--- config.mk ---
export PLATFORM = sky130hd
export DESIGN_NAME = top
export DESIGN_NICKNAME = d
export VERILOG_FILES = /design/src/rtl/top.sv
export SDC_FILE = /design/constraint.sdc
export NUM_CORES = 1
export LEC_CHECK = 0
export ABC_CLOCK_PERIOD_IN_PS = 1750
export BUFFER_PORTS_ARGS = -buffer_cell sky130_fd_sc_hd__buf_2
export CAP_MARGIN = 20
export CORE_MARGIN = 3
export CORE_UTILIZATION = 56
export DETAILED_ROUTE_END_ITERATION = 7
export PLACE_DENSITY = 0.74
export SYNTH_ARGS = -nofsm -noshare
export SYNTH_HDL_FRONTEND = slang
export SYNTH_SLANG_ARGS = --single-unit
--- constraint.sdc ---
create_clock -name clk -period 1.75 [get_ports clk]
set_input_delay 0.525 -clock clk [delete_from_list [all_inputs] [get_ports clk]]
set_output_delay 0.525 -clock clk [all_outputs]
set_load 0.01 [all_outputs]
--- src/rtl/top.sv ---
// Self-contained compute block: rotating fixed tasks (triple multiply, 4-bit pattern count,
// minimum pair distance) running against an internal 256x8 data memory and 16x8 scratch file.

module dmem #(
    parameter int DW = 8,
    parameter int AW = 8
) (
    input  logic          clk,
    input  logic          we,
    input  logic [AW-1:0] waddr,
    input  logic [DW-1:0] wdata,
    input  logic [AW-1:0] raddr,
    output logic [DW-1:0] rdata
);
    logic [DW-1:0] guts [0:(1<<AW)-1];

    assign rdata = guts[raddr];

    // Single synchronous write port; contents are deliberately not touched by reset.
    always_ff @(posedge clk) begin
        if (we) begin
            guts[waddr] <= wdata;
        end
    end
endmodule

module rfile #(
    parameter int DW = 8,
    parameter int RN = 16,
    parameter int RW = 4
) (
    input  logic          clk,
    input  logic          we,
    input  logic [RW-1:0] waddr,
    input  logic [DW-1:0] wdata,
    input  logic [RW-1:0] raddr,
    output logic [DW-1:0] rdata
);
    logic [DW-1:0] core [0:RN-1];

    assign rdata = core[raddr];

    // Scratch write port; every entry is written by a task before it is read.
    always_ff @(posedge clk) begin
        if (we) begin
            core[waddr] <= wdata;
        end
    end
endmodule

module top #(
    parameter int DW = 8,
    parameter int AW = 8,
    parameter int RN = 16
) (
    input  logic clk,
    input  logic reset,
    output logic done
);
    localparam int RW = $clog2(RN);

    typedef enum logic [3:0] {
        S_IDLE, S_LOAD, S_MA, S_MB, S_MUL, S_MNEXT,
        S_PSET, S_SCAN, S_LDJ, S_CMP, S_WR0, S_WR1, S_FIN, S_DONE
    } state_t;

    state_t          state;
    logic [1:0]      task_sel = 2'd0;

    logic [7:0]      cnt;
    logic [15:0]     acc;
    logic [15:0]     mcand;
    logic [7:0]      mplier;
    logic [2:0]      bitc;
    logic            pass;
    logic [3:0]      pat;
    logic            pat_ok;
    logic [7:0]      count;
    logic [7:0]      aj;
    logic [4:0]      j;
    logic [4:0]      k;
    logic [7:0]      minv;

    logic            dm_we;
    logic [AW-1:0]   dm_waddr;
    logic [DW-1:0]   dm_wdata;
    logic [AW-1:0]   dm_raddr;
    logic [DW-1:0]   dm_rdata;
    logic            rf_we;
    logic [RW-1:0]   rf_waddr;
    logic [DW-1:0]   rf_wdata;
    logic [RW-1:0]   rf_raddr;
    logic [DW-1:0]   rf_rdata;

    logic signed [8:0] diff_s;
    logic [8:0]        dist_s;

    dmem #(.DW(DW), .AW(AW)) dm1 (
        .clk   (clk),
        .we    (dm_we),
        .waddr (dm_waddr),
        .wdata (dm_wdata),
        .raddr (dm_raddr),
        .rdata (dm_rdata)
    );

    rfile #(.DW(DW), .RN(RN), .RW(RW)) rf1 (
        .clk   (clk),
        .we    (rf_we),
        .waddr (rf_waddr),
        .wdata (rf_wdata),
        .raddr (rf_raddr),
        .rdata (rf_rdata)
    );

    function automatic logic win_match(input logic [7:0] b, input logic [3:0] p);
        logic m;
        m = 1'b0;
        for (int i = 0; i < 5; i++) begin
            m = m | (b[i +: 4] == p);
        end
        return m;
    endfunction

    // Absolute distance between the held j-operand and the byte currently read.
    always_comb begin
        diff_s = $signed({1'b0, dm_rdata}) - $signed({1'b0, aj});
        if (diff_s[8]) begin
            dist_s = 9'd0 - $unsigned(diff_s);
        end else begin
            dist_s = $unsigned(diff_s);
        end
    end

    // Memory port steering derived from the current state.
    always_comb begin
        dm_we    = 1'b0;
        dm_waddr = 8'd0;
        dm_wdata = 8'd0;
        dm_raddr = 8'd0;
        rf_we    = 1'b0;
        rf_waddr = {RW{1'b0}};
        rf_wdata = 8'd0;
        rf_raddr = {RW{1'b0}};
        case (state)
            S_LOAD: begin
                dm_raddr = 8'd1 + cnt;
                rf_we    = 1'b1;
                rf_waddr = cnt[RW-1:0];
                rf_wdata = dm_rdata;
            end
            S_MA:    rf_raddr = RW'(0);
            S_MB:    rf_raddr = RW'(1);
            S_MNEXT: rf_raddr = RW'(2);
            S_PSET:  dm_raddr = 8'd6;
            S_SCAN:  dm_raddr = 8'd32 + cnt;
            S_LDJ:   dm_raddr = 8'd128 + {3'd0, j};
            S_CMP:   dm_raddr = 8'd128 + {3'd0, k};
            S_WR0: begin
                case (task_sel)
                    2'd0: begin
                        dm_we    = 1'b1;
                        dm_waddr = 8'd4;
                        dm_wdata = acc[15:8];
                    end
                    2'd1: begin
                        dm_we    = 1'b1;
                        dm_waddr = 8'd7;
                        dm_wdata = count;
                    end
                    2'd2: begin
                        dm_we    = 1'b1;
                        dm_waddr = 8'd127;
                        dm_wdata = minv;
                    end
                    default: dm_we = 1'b0;
                endcase
            end
            S_WR1: begin
                dm_we    = 1'b1;
                dm_waddr = 8'd5;
                dm_wdata = acc[7:0];
            end
            default: dm_we = 1'b0;
        endcase
    end

    // Rotation pointer survives reset; it steps only as a task completes.
    always_ff @(posedge clk) begin
        if (state == S_FIN) begin
            task_sel <= (task_sel == 2'd2) ? 2'd0 : task_sel + 2'd1;
        end
    end

    // Task sequencer and datapath registers.
    always_ff @(posedge clk or posedge reset) begin
        if (reset) begin
            state  <= S_IDLE;
            done   <= 1'b0;
            cnt    <= 8'd0;
            acc    <= 16'd0;
            mcand  <= 16'd0;
            mplier <= 8'd0;
            bitc   <= 3'd0;
            pass   <= 1'b0;
            pat    <= 4'd0;
            pat_ok <= 1'b0;
            count  <= 8'd0;
            aj     <= 8'd0;
            j      <= 5'd0;
            k      <= 5'd0;
            minv   <= 8'd0;
        end else begin
            case (state)
                S_IDLE: begin
                    cnt   <= 8'd0;
                    pass  <= 1'b0;
                    acc   <= 16'd0;
                    count <= 8'd0;
                    j     <= 5'd0;
                    minv  <= 8'hFF;
                    case (task_sel)
                        2'd1:    state <= S_PSET;
                        2'd2:    state <= S_LDJ;
                        default: state <= S_LOAD;
                    endcase
                end
                S_LOAD: begin
                    cnt <= cnt + 8'd1;
                    if (cnt == 8'd2) begin
                        state <= S_MA;
                    end
                end
                S_MA: begin
                    mcand <= {8'd0, rf_rdata};
                    acc   <= 16'd0;
                    state <= S_MB;
                end
                S_MB: begin
                    mplier <= rf_rdata;
                    bitc   <= 3'd0;
                    state  <= S_MUL;
                end
                S_MUL: begin
                    if (mplier[0]) begin
                        acc <= acc + mcand;
                    end
                    mcand  <= mcand << 1;
                    mplier <= mplier >> 1;
                    bitc   <= bitc + 3'd1;
                    if (bitc == 3'd7) begin
                        state <= S_MNEXT;
                    end
                end
                // Second pass multiplies the 16-bit partial product by the third operand.
                S_MNEXT: begin
                    if (!pass) begin
                        mcand  <= acc;
                        acc    <= 16'd0;
                        mplier <= rf_rdata;
                        bitc   <= 3'd0;
                        pass   <= 1'b1;
                        state  <= S_MUL;
                    end else begin
                        state <= S_WR0;
                    end
                end
                S_PSET: begin
                    pat    <= dm_rdata[3:0];
                    pat_ok <= (dm_rdata[7:4] == 4'd0);
                    cnt    <= 8'd0;
                    count  <= 8'd0;
                    state  <= S_SCAN;
                end
                S_SCAN: begin
                    if (pat_ok && win_match(dm_rdata, pat)) begin
                        count <= count + 8'd1;
                    end
                    cnt <= cnt + 8'd1;
                    if (cnt == 8'd63) begin
                        state <= S_WR0;
                    end
                end
                S_LDJ: begin
                    aj    <= dm_rdata;
                    k     <= j + 5'd1;
                    state <= S_CMP;
                end
                S_CMP: begin
                    if (dist_s < {1'b0, minv}) begin
                        minv <= dist_s[7:0];
                    end
                    if (k == 5'd19) begin
                        if (j == 5'd18) begin
                            state <= S_WR0;
                        end else begin
                            j     <= j + 5'd1;
                            state <= S_LDJ;
                        end
                    end else begin
                        k <= k + 5'd1;
                    end
                end
                S_WR0:   state <= (task_sel == 2'd0) ? S_WR1 : S_FIN;
                S_WR1:   state <= S_FIN;
                S_FIN: begin
                    done  <= 1'b1;
                    state <= S_DONE;
                end
                S_DONE:  state <= S_DONE;
                default: state <= S_IDLE;
            endcase
        end
    end
endmodule

==> impl_metrics.toml <==
[clock_tree]
htree_num_levels = 2
worstSkewPairLatency_ps = 340
holdBufCountCts = 0
cts-root-buf = "clkbuf_4"
path_clk_slew_ps = 110
clockBufferDepth = 2
cts_buffers = 5
cts_tree = "done"
cts_num_sinks = 29

[pwr]
p_leak_nw = 0.966
pwr-share-comb_pct = 1.1
swShare_pct = 20.0
p_int_w = 0.00112
irDropWorstVdd_uv = 543
p_sw_w = 0.000280
pwr-share-clk_pct = 50.7
power_density_mw_per_mm2 = 643
seqPwrFrac_pct = 48.2

[floorplan]
design.die.area_mm2 = 0.00406
die_h_um = 63.7
die_w_um = 63.7
core_area_mm2 = 0.00310
fp-row-count = 20
ios = 3
start_util_pct = 60.1

[critical_path]
crit_type = "reg2reg"
worst-path-buf-inv = 1
worstPathRequired_ps = 1990
critPathMaxFanout = 5
reg2reg_setup_slack_ps = -20
start_kind = "flop"
crit_chain = "ha_2, nor4bb_4, a2111oi_4, buf_6, o21ai_1, a32o_1"
slowest_stage = "a2111oi_4"
crit_arrival_ps = 2000
end_kind = "flop"
cp_top_family = "compound AO/OA/AOI/OAI gates"
cpPeakStageDelay_ps = 440

[min_path]
hp-class = "in2async"

[synthesis]
syn_avg_cell_area_um2 = 9.18
syn-num-nets = 215
ys_ff_latch = 29
synth_cell_types = 49
syn_area_mm2 = 0.00186
yosys_warnings = 0
syn_inst = 203
async_flop_share_pct = 93.1
synth_edf_count = 2
ys.flop_type = "dfrtp_1"
ys_seq_area_share_pct = 39.5

[placement]
post-place-ws_ps = 0.449
dp.final_hpwl_mm = 2.77
gp_congestion = 0.863
place_area_mm2 = 0.00198
port_buffers = 2

[timing]
fmax_ghz = 0.566
finalSetupViolations = 3
worst_slack_ps = -16.9
tightestPinTransition_ps = 445
period_needed_ps = 1770
rsz0062_at_grt = "true"
fin_skew_ps = 9.76
hold_viol_final = 0
slew_headroom_pct = 70.2
tns_ps = -28.8
period_share_pct = 101
maxSlewViolCount = 0

[global_routing]
grt_pass1_wl_mm = 6.89
grt_pass1_vias = 1525
track_usage_pct = 21.6
grt_max_degree = 28
use_met3_pct = 3.57
use_met2_pct = 35.3
busiest_layer = "met2"
grt_overflow_total = 0
met1_usage_pct = 27.6
grt_antenna_before_repair = 0

[cells_and_area]
drive_gt1_share_pct = 21.7
antenna_cells = 0
syn2layout_area_growth_pct = 16.8
final_cell_area_mm2 = 0.00218
nNetsFinal = 232

[drt]
ant_nets = 0
post_drt_wl_per_cell_um = 15.4
drtIter0Drc = 130
wirelength_mm = 4.08
dr.pass1.iters = 4
vias = 1606
avgViaCountPerCell = 6.06
drc_errors = 0

[run_status]
violations = "negative setup slack"
run_status = "finished with violations"

[run]
maxCapViolations = 0
[per-stage QoR]
step / hold WS [ps] / util, % / total power (W) / instances
6_report: 226 / 70.2 / 0.00140 / 265
3_3_place_gp: 445 / 64.0 / 0.000704 / 252
3_5_place_dp: 451 / 64.0 / 0.000704 / 252
4_1_cts: 232 / 67.5 / 0.00141 / 260
2_1_floorplan: 477 / - / 0.000698 / 203
5_1_grt: 246 / 70.2 / 0.00144 / 265
[synthesized netlist by cell type (2+ instances only)]
cell | count | area share, %
a21o_1 | 4 | 1.6
a21oi_1 | 11 | 3.0
a22o_1 | 8 | 3.8
a32o_1 | 4 | 2.1
buf_1 | 2 | 0.40
buf_2 | 10 | 2.7
dfrtp_1 | 27 | 36
edfxtp_1 | 2 | 3.2
ha_1 | 10 | 6.7
inv_1 | 8 | 1.6
mux2_2 | 3 | 1.8
nand2_1 | 24 | 4.8
nand2b_1 | 5 | 1.7
nand3_1 | 8 | 2.1
nand4_1 | 2 | 0.67
nand4bb_1 | 2 | 1.2
nor2_1 | 12 | 2.4
nor2b_1 | 4 | 1.3
nor3_1 | 7 | 1.9
nor4_1 | 4 | 1.3
o21ai_0 | 12 | 3.2
o21ai_1 | 2 | 0.54
o21bai_1 | 2 | 0.81
o31ai_1 | 2 | 0.81
or2_2 | 4 | 1.3
[layout by cell type (no fill, tap or decap), types with 2 or more instances in the layout]
| cell type | count |
|---|---|
| buf_2 | 2 |
| edfxtp_1 | 2 |
| mux2_2 | 3 |
| inv_1 | 8 |
| nor2b_1 | 4 |
| bufinv_16 | 2 |
| nand3_1 | 8 |
| or2_2 | 4 |
| a21oi_1 | 10 |
| a22o_1 | 8 |
| nor3_1 | 7 |
| ha_1 | 8 |
| o21ai_0 | 12 |
| a32o_1 | 4 |
| o21bai_1 | 2 |
| o31ai_1 | 2 |
| o21ai_1 | 2 |
| nor4_1 | 4 |
| nand2b_1 | 5 |
| a21o_1 | 4 |
| ha_2 | 2 |
| nand2_1 | 24 |
| buf_4 | 19 |
| clkbuf_4 | 5 |
| nand4_1 | 2 |
| nor2_1 | 12 |
| dfrtp_1 | 26 |
[final cells by class]
type | count | area [µm²]
sequential | 29 | 737
tap | 44 | 55.1
timing repair buffer | 22 | 164
clock buffer | 5 | 37.5
fill | 254 | 925
clock inverter | 3 | 65.1
multi-input combinational | 154 | 1090
inverter | 8 | 30.0
[routing by layer]
| metal | part of all wire (%) | routed length [µm] | vias up |
|---|---|---|---|
| met2 | 49 | 2020 | 28 |
| met5 | 0 | 0 | - |
| li1 | - | - | 781 |
| met3 | 3.4 | 140 | 12 |
| met4 | 2.3 | 95 | 0 |
| met1 | 45 | 1830 | 785 |
[power groups by stage]
stage	Combinational [W]	Sequential, W	Clock, W
after detailed placement	0.0000159	0.000689	0
after global placement	0.0000157	0.000689	0
after global routing	0.0000176	0.000675	0.000748
final	0.0000151	0.000675	0.000710
after floorplan	0.00000925	0.000689	0
after CTS	0.0000159	0.000675	0.000716
[worst reg2reg max path, delay by kind of cell, from the launching register on]
family | cells | cell delay [ps]
flip-flops | 1 | 430
buffers and inverters | 1 | 170
AO/OA/AOI/OAI | 3 | 710
adder cells (fa/ha/maj) | 1 | 200
AND/OR/NAND/NOR | 1 | 180
[kinds of logic after synthesis]
group / Yosys count / share of synthesized area, %
xor gates and xnor gates: 2 / 0.940
buffers and inverters: 20 / 4.70
muxes: 4 / 2.35
DFF: 29 / 39.5
AOI/OAI and AO/OA: 57 / 22.2
and+or+nand+nor: 81 / 23.6
adders and majority gates: 10 / 6.71
[worst paths after layout]
kind                            cells after the start  startpoint        to
min in group clk                                    1        done      done
worst min-delay path                                3       reset      j[0]
max in group asynchronous                           3       reset  state[2]
worst max register to register                      6        k[0]      k[2]
worst min register to register                      1        done      done
worst max-delay path                                6        k[0]      k[2]
[registers in the layout, summed over array words and instances, names as in the netlist]
| name | count |
|---|---|
| pass | 1 |
| j | 5 |
| state | 4 |
| done | 1 |
| task_sel | 2 |
| bitc | 3 |
| k | 5 |
| cnt | 8 |
[what timing repair did]
action / 4_1_cts / 5_1_grt
resized for setup: 1 / 10
endpoints found under the setup margin: 3 / 14
cloned: 0 / 1
buffers inserted: 0 / 4
pin swaps: 1 / 4
(Power assumes the default switching activity.)
